### src/rtl/fp_mul_normalize.sv
`default_nettype none
// ============================================================================
//  Module      : fp_mul_normalize
//  Description : Post-multiply normalise / round / pack stage for the small
//                floating-point multiplier. Takes the 12-bit significand
//                product plus operand signs and biased exponents, and emits
//                {sign, exp, frac[4:0]} with overflow/underflow flags through
//                a valid/ready handshake. One operation in flight at a time.
//                Optional feature macro: FPM_ROUND_NEAREST_EN selects
//                round-to-nearest-even (truncation when undefined).
//  Revision    : 1.0 - initial release
// ============================================================================
module fp_mul_normalize #(
    parameter int EXP_W = 5,
    parameter int BIAS  = 15
) (
    input  logic               clk,
    input  logic               rstn,
    input  logic               in_valid,
    output logic               in_ready,
    input  logic [11:0]        product,
    input  logic               sign_a,
    input  logic               sign_b,
    input  logic [EXP_W-1:0]   exp_a,
    input  logic [EXP_W-1:0]   exp_b,
    output logic               out_valid,
    input  logic               out_ready,
    output logic [EXP_W+5:0]   result,
    output logic               overflow,
    output logic               underflow
);

    // Internal exponent is signed with two headroom bits so that sums of two
    // biased exponents and the rounding carry never wrap.
    localparam int c_EW = EXP_W + 2;
    localparam logic signed [c_EW-1:0] c_BIAS_E = c_EW'(BIAS);
    localparam logic signed [c_EW-1:0] c_EMAX   = c_EW'((1 << EXP_W) - 1);
    localparam logic signed [c_EW-1:0] c_ONE    = c_EW'(1);

    localparam logic [2:0] c_IDLE  = 3'd0;
    localparam logic [2:0] c_NORM  = 3'd1;
    localparam logic [2:0] c_ROUND = 3'd2;
    localparam logic [2:0] c_PACK  = 3'd3;
    localparam logic [2:0] c_DONE  = 3'd4;

    logic [2:0]              r_state;
    logic [2:0]              w_state_nxt;

    logic                    r_sign;
    logic                    r_zero;
    logic [EXP_W-1:0]        r_exp_a;
    logic [EXP_W-1:0]        r_exp_b;
    logic [11:0]             r_product;
    logic signed [c_EW-1:0]  r_e;
    logic [5:0]              r_mant;
    logic [EXP_W+5:0]        r_result;
    logic                    r_overflow;
    logic                    r_underflow;
    logic                    r_out_valid;

    logic signed [c_EW-1:0]  w_e_base;

`ifdef FPM_ROUND_NEAREST_EN
    logic                    r_guard;
    logic                    r_sticky;
    logic [6:0]              w_mant_inc;
    logic                    w_round_up;

    // Round-to-nearest-even decision and the 7-bit increment (bit 6 = carry).
    assign w_mant_inc = {1'b0, r_mant} + 7'd1;
    assign w_round_up = r_guard & (r_sticky | r_mant[0]);
`endif

    // Unbiased-sum exponent before the normalisation shift adjustment.
    assign w_e_base = $signed({2'b00, r_exp_a}) + $signed({2'b00, r_exp_b}) - c_BIAS_E;

    assign in_ready  = (r_state == c_IDLE);
    assign out_valid = r_out_valid;
    assign result    = r_result;
    assign overflow  = r_overflow;
    assign underflow = r_underflow;

    // State register; reset aborts any operation in flight.
    always_ff @(posedge clk or negedge rstn) begin
        if (!rstn) begin
            r_state <= c_IDLE;
        end else begin
            r_state <= w_state_nxt;
        end
    end

    // Next-state sequencing: fixed three-step pipeline, then wait for consumer.
    always_comb begin
        w_state_nxt = r_state;
        case (r_state)
            c_IDLE:  if (in_valid) w_state_nxt = c_NORM;
            c_NORM:  w_state_nxt = c_ROUND;
            c_ROUND: w_state_nxt = c_PACK;
            c_PACK:  w_state_nxt = c_DONE;
            c_DONE:  if (out_ready) w_state_nxt = c_IDLE;
            default: w_state_nxt = c_IDLE;
        endcase
    end

    // Datapath: capture, normalise, round, pack and hold the result.
    always_ff @(posedge clk or negedge rstn) begin
        if (!rstn) begin
            r_sign      <= 1'b0;
            r_zero      <= 1'b0;
            r_exp_a     <= '0;
            r_exp_b     <= '0;
            r_product   <= '0;
            r_e         <= '0;
            r_mant      <= '0;
            r_result    <= '0;
            r_overflow  <= 1'b0;
            r_underflow <= 1'b0;
            r_out_valid <= 1'b0;
`ifdef FPM_ROUND_NEAREST_EN
            r_guard     <= 1'b0;
            r_sticky    <= 1'b0;
`endif
        end else begin
            case (r_state)
                c_IDLE: begin
                    if (in_valid) begin
                        r_sign    <= sign_a ^ sign_b;
                        r_zero    <= (exp_a == '0) | (exp_b == '0);
                        r_exp_a   <= exp_a;
                        r_exp_b   <= exp_b;
                        r_product <= product;
                    end
                end
                c_NORM: begin
                    // Product lies in [1,4): a set MSB means shift right by one.
                    if (r_product[11]) begin
                        r_mant <= r_product[11:6];
                        r_e    <= w_e_base + c_ONE;
`ifdef FPM_ROUND_NEAREST_EN
                        r_guard  <= r_product[5];
                        r_sticky <= |r_product[4:0];
`endif
                    end else begin
                        r_mant <= r_product[10:5];
                        r_e    <= w_e_base;
`ifdef FPM_ROUND_NEAREST_EN
                        r_guard  <= r_product[4];
                        r_sticky <= |r_product[3:0];
`endif
                    end
                end
                c_ROUND: begin
`ifdef FPM_ROUND_NEAREST_EN
                    if (w_round_up) begin
                        // Carry out of the mantissa renormalises to 1.00000.
                        if (w_mant_inc[6]) begin
                            r_mant <= 6'b100000;
                            r_e    <= r_e + c_ONE;
                        end else begin
                            r_mant <= w_mant_inc[5:0];
                        end
                    end
`endif
                end
                c_PACK: begin
                    r_out_valid <= 1'b1;
                    if (r_zero) begin
                        r_result    <= {r_sign, {(EXP_W+5){1'b0}}};
                        r_overflow  <= 1'b0;
                        r_underflow <= 1'b0;
                    end else if (r_e >= c_EMAX) begin
                        r_result    <= {r_sign, {EXP_W{1'b1}}, 5'b00000};
                        r_overflow  <= 1'b1;
                        r_underflow <= 1'b0;
                    end else if (r_e[c_EW-1] || (r_e == '0)) begin
                        r_result    <= {r_sign, {(EXP_W+5){1'b0}}};
                        r_overflow  <= 1'b0;
                        r_underflow <= 1'b1;
                    end else begin
                        r_result    <= {r_sign, r_e[EXP_W-1:0], r_mant[4:0]};
                        r_overflow  <= 1'b0;
                        r_underflow <= 1'b0;
                    end
                end
                c_DONE: begin
                    if (out_ready) r_out_valid <= 1'b0;
                end
                default: begin
                    r_out_valid <= 1'b0;
                end
            endcase
        end
    end

endmodule
`default_nettype wire

### config.mk
export PLATFORM = sky130hd
export DESIGN_NAME = fp_mul_normalize
export DESIGN_NICKNAME = d
export VERILOG_FILES = /design/src/rtl/fp_mul_normalize.sv
export SDC_FILE = /design/constraint.sdc
export NUM_CORES = 1
export LEC_CHECK = 0
export ABC_CLOCK_PERIOD_IN_PS = 3600
export BUFFER_PORTS_ARGS = -buffer_cell sky130_fd_sc_hd__buf_2
export CAP_MARGIN = 20
export CORE_ASPECT_RATIO = 0.5
export CORE_MARGIN = 1.5
export CORE_UTILIZATION = 59
export CTS_CLUSTER_DIAMETER = 50
export CTS_CLUSTER_SIZE = 10
export DETAILED_ROUTE_END_ITERATION = 16
export GPL_ROUTABILITY_DRIVEN = 0
export PLACE_DENSITY = 0.85
export SLEW_MARGIN = 25
export SYNTH_ARGS = -nofsm -noshare
export SYNTH_HDL_FRONTEND = slang
export SYNTH_SLANG_ARGS = --single-unit
### constraint.sdc
create_clock -name clk -period 3.6 [get_ports clk]
set_input_delay 0.72 -clock clk [delete_from_list [all_inputs] [get_ports clk]]
set_output_delay 0.72 -clock clk [all_outputs]
set_load 0.02 [all_outputs]
==> impl_metrics.env <==
export IMPL_cts_buffers=5
export IMPL_cts_sinks=48
export IMPL_sequentialPowerShare_pct=36.2
export IMPL_grt_pass1_wl_um=7000
export IMPL_worst_slew_pin_slew_ps=962
export IMPL_ant_nets=0
export IMPL_finalHoldViolations=0
export IMPL_rows=15
export IMPL_cts_repair_resized=0
export IMPL_nets=277
export IMPL_hpwl_um=3150
export IMPL_ys_seq_area_share_pct=52.1
export IMPL_post_route_drc_count=0
export IMPL_diodes=0
export IMPL_drive_gt1_share_pct=26.8
export IMPL_cts_hold_buf=0
export IMPL_core_area_um2=3580
export IMPL_min_period_ps=2360
export IMPL_postCtsSetupBuffers=0
export IMPL_pwr_share_clk_pct=12.3
export IMPL_p_sw_share_pct=42.3
export IMPL_hold_class="in2async"
export IMPL_ys_seq_elements=48
export IMPL_fmax_mhz=423
export IMPL_cts_tree="done"
export IMPL_yosys_area_top_type_share_pct=52.1
export IMPL_syn_avg_cell_area_um2=11.2
export IMPL_place_port_buffers=37
export IMPL_syn_nets=244
export IMPL_area_delta_synth_final_pct=11.3
export IMPL_die_x_um=91.4
export IMPL_h_tree_depth=2
export IMPL_routed_wl_um=4230
export IMPL_syn_cell_area_um2=2300
export IMPL_power_mw=2.74
export IMPL_post_route_period_util_pct=65.7
export IMPL_drt_iter0_drc=62
export IMPL_pwr_share_comb_pct=51.5
export IMPL_worstPathArrival_ps=2560
export IMPL_final_core_utilization_pct=71.6
export IMPL_synth_area_top_cells="dfrtp_1 52%, mux2_2 6.8%, ha_1 5.4%, o21ai_0 4.8%, nand2_1 4.4%"
export IMPL_path_max_fanout=3
export IMPL_grt_use_total_pct=22.1
export IMPL_p_leak_nw=1.25
export IMPL_grt_max_degree=49
export IMPL_pre_cts_slack_ps=1260
export IMPL_worstSetupEndpointType="register"
export IMPL_yosys_area_top_type="dfrtp_1"
export IMPL_grt_overflow_total=0
export IMPL_drt_vias_per_instance=5.41
export IMPL_cap_violations=0
export IMPL_status="finished clean"
export IMPL_max_slew_margin_pct=35.9
export IMPL_final_common_cell="dfrtp_1"
export IMPL_route_vias_total=1569
export IMPL_setup_viol=0
export IMPL_grt_pass1_vias=1534
export IMPL_critPathRequiredTime_ps=3790
export IMPL_die_area_um2=4310
export IMPL_cts_root_buffer="clkbuf_8"
export IMPL_critPathKind="reg2reg"
export IMPL_cts_max_path_buffers=2
export IMPL_clkLatencyLatePin_ps=300
export IMPL_internal_power_mw=1.58
export IMPL_start_kind="register"
export IMPL_worstRegToRegCells=8
export IMPL_layout_common_cells="48 x dfrtp_1, 36 x buf_2, 27 x nand2_1"
export IMPL_rsz0062_at_grt="false"
export IMPL_clk_pin_slew_worst_paths_ps=90
export IMPL_setup_ws_ps=1240
export IMPL_p_switching_mw=1.16
export IMPL_tns_ps=0
export IMPL_initial_utilization_pct=64.3
export IMPL_antenna_found_initial=0
export IMPL_clock_skew_ps=3.51
export IMPL_syn_inst=205
export IMPL_drv_slew=0
export IMPL_synth_warnings=0
export IMPL_fp_dieH_um=47.2
export IMPL_power_density_nw_per_um2=1070
export IMPL_drt_wirelength_per_cell_um=14.6
export IMPL_ioPinCount=43
export IMPL_synth_distinct_cells=41
export IMPL_drt_pass1_iter_count=4
export IMPL_peakVddDrop_mv=0.477
==> through the flow <==
step	cell area [um^2]	instances	hold WS, ps
after global routing	2560	290	458
after detailed placement	2470	282	473
after floorplan	2300	205	424
after CTS	2560	290	493
final	2560	290	417
after global placement	2470	282	460
==> worst paths after layout <==
kind / startpoint / end / slack (ps)
max in group asynchronous: rstn / r_e[1]$_DFFE_PN0P_ / 2790
worst max-delay path: r_exp_a[1]$_DFFE_PN0P_ / r_e[6]$_DFFE_PN0P_ / 1240
min in group clk: r_mant[4]$_DFFE_PN0P_ / r_mant[4]$_DFFE_PN0P_ / 490
worst min register to register: r_mant[4]$_DFFE_PN0P_ / r_mant[4]$_DFFE_PN0P_ / 490
worst min-delay path: rstn / r_exp_a[3]$_DFFE_PN0P_ / 420
worst max register to register: r_exp_a[1]$_DFFE_PN0P_ / r_e[6]$_DFFE_PN0P_ / 1240
==> cell type report <==
cell class                      count  area, um^2
Multi-Input combinational cell    138         986
Timing Repair Buffer               37         188
Clock buffer                        6        82.6
Sequential cell                    48        1200
Clock inverter                      2        13.8
Inverter                            8        30.0
Tap cell                           51        63.8
Fill cell                         274        1020
==> state kept, by name, indices dropped and copies added (netlist names), 3 cells and up <==
signal and count:
r_exp_b 5, r_mant 5, result 11, r_e 7
r_state 3, r_exp_a 5, r_product 7
==> power by group through the flow <==
| stage | clock network (mW) | logic, mW | registers (mW) |
|---|---|---|---|
| after floorplan | 0 | 1.12 | 0.981 |
| after global placement | 0 | 1.30 | 0.980 |
| after detailed placement | 0 | 1.39 | 1.00 |
| after CTS | 0.341 | 1.42 | 0.990 |
| after global routing | 0.359 | 1.58 | 1.03 |
| final | 0.337 | 1.41 | 0.990 |
==> cell families (layout without fill, tap and decap cells) <==
group                    Yosys count  in the layout  share of synthesized area [%]
AO/OA/AOI/OAI                     44             44                           11.9
XOR/XNOR                           9              9                           3.42
adder cells (fa/ha/maj)           11             11                           6.30
buffers and inverters             19             53                           5.10
flip-flops                        48             48                           52.1
multiplexers                      20             20                           9.45
AND/OR/NAND/NOR                   54             54                           11.7
==> metal layers <==
metal,GRT usage (%),vias up,share of wire [%]
met3,5.34,9,4.3
li1,-,791,-
met2,39.9,38,45
met5,0,-,0
met4,9.06,0,1.4
met1,26.9,731,49
==> cells in the mapped netlist <==
| library cell | instances |
|---|---|
| a211o_1 | 1 |
| a21o_1 | 1 |
| a21o_2 | 1 |
| a21oi_1 | 3 |
| a22o_1 | 5 |
| a311o_1 | 1 |
| a31oi_1 | 3 |
| and2_1 | 1 |
| and2_4 | 1 |
| and3_1 | 1 |
| and4_2 | 1 |
| and4b_1 | 1 |
| and4b_2 | 1 |
| buf_2 | 1 |
| buf_4 | 2 |
| buf_6 | 5 |
| clkbuf_1 | 3 |
| dfrtp_1 | 48 |
| fa_1 | 1 |
| ha_1 | 10 |
| inv_1 | 8 |
| mux2_2 | 14 |
| mux2i_1 | 6 |
| nand2_1 | 27 |
| nand3_1 | 4 |
| nand3b_1 | 1 |
| nand4_1 | 2 |
| nor2_1 | 7 |
| nor3_1 | 2 |
| nor3_2 | 1 |
| o21a_1 | 1 |
| o21ai_0 | 22 |
| o21ai_1 | 2 |
| o221ai_1 | 1 |
| o31ai_1 | 1 |
| o41ai_1 | 2 |
| or2_1 | 1 |
| or3b_1 | 1 |
| or4_1 | 2 |
| xnor2_1 | 5 |
| xor2_1 | 4 |
==> critical path, stage by stage (launching register included) <==
cell and delay (ps):
dfrtp_1 390, ha_1 300, ha_1 230, fa_1 420, a21o_2 240, a21oi_1 170
xnor2_1 210, a311o_1 230, nand3_1 70
No activity file was read; power rests on OpenSTA's default activity.
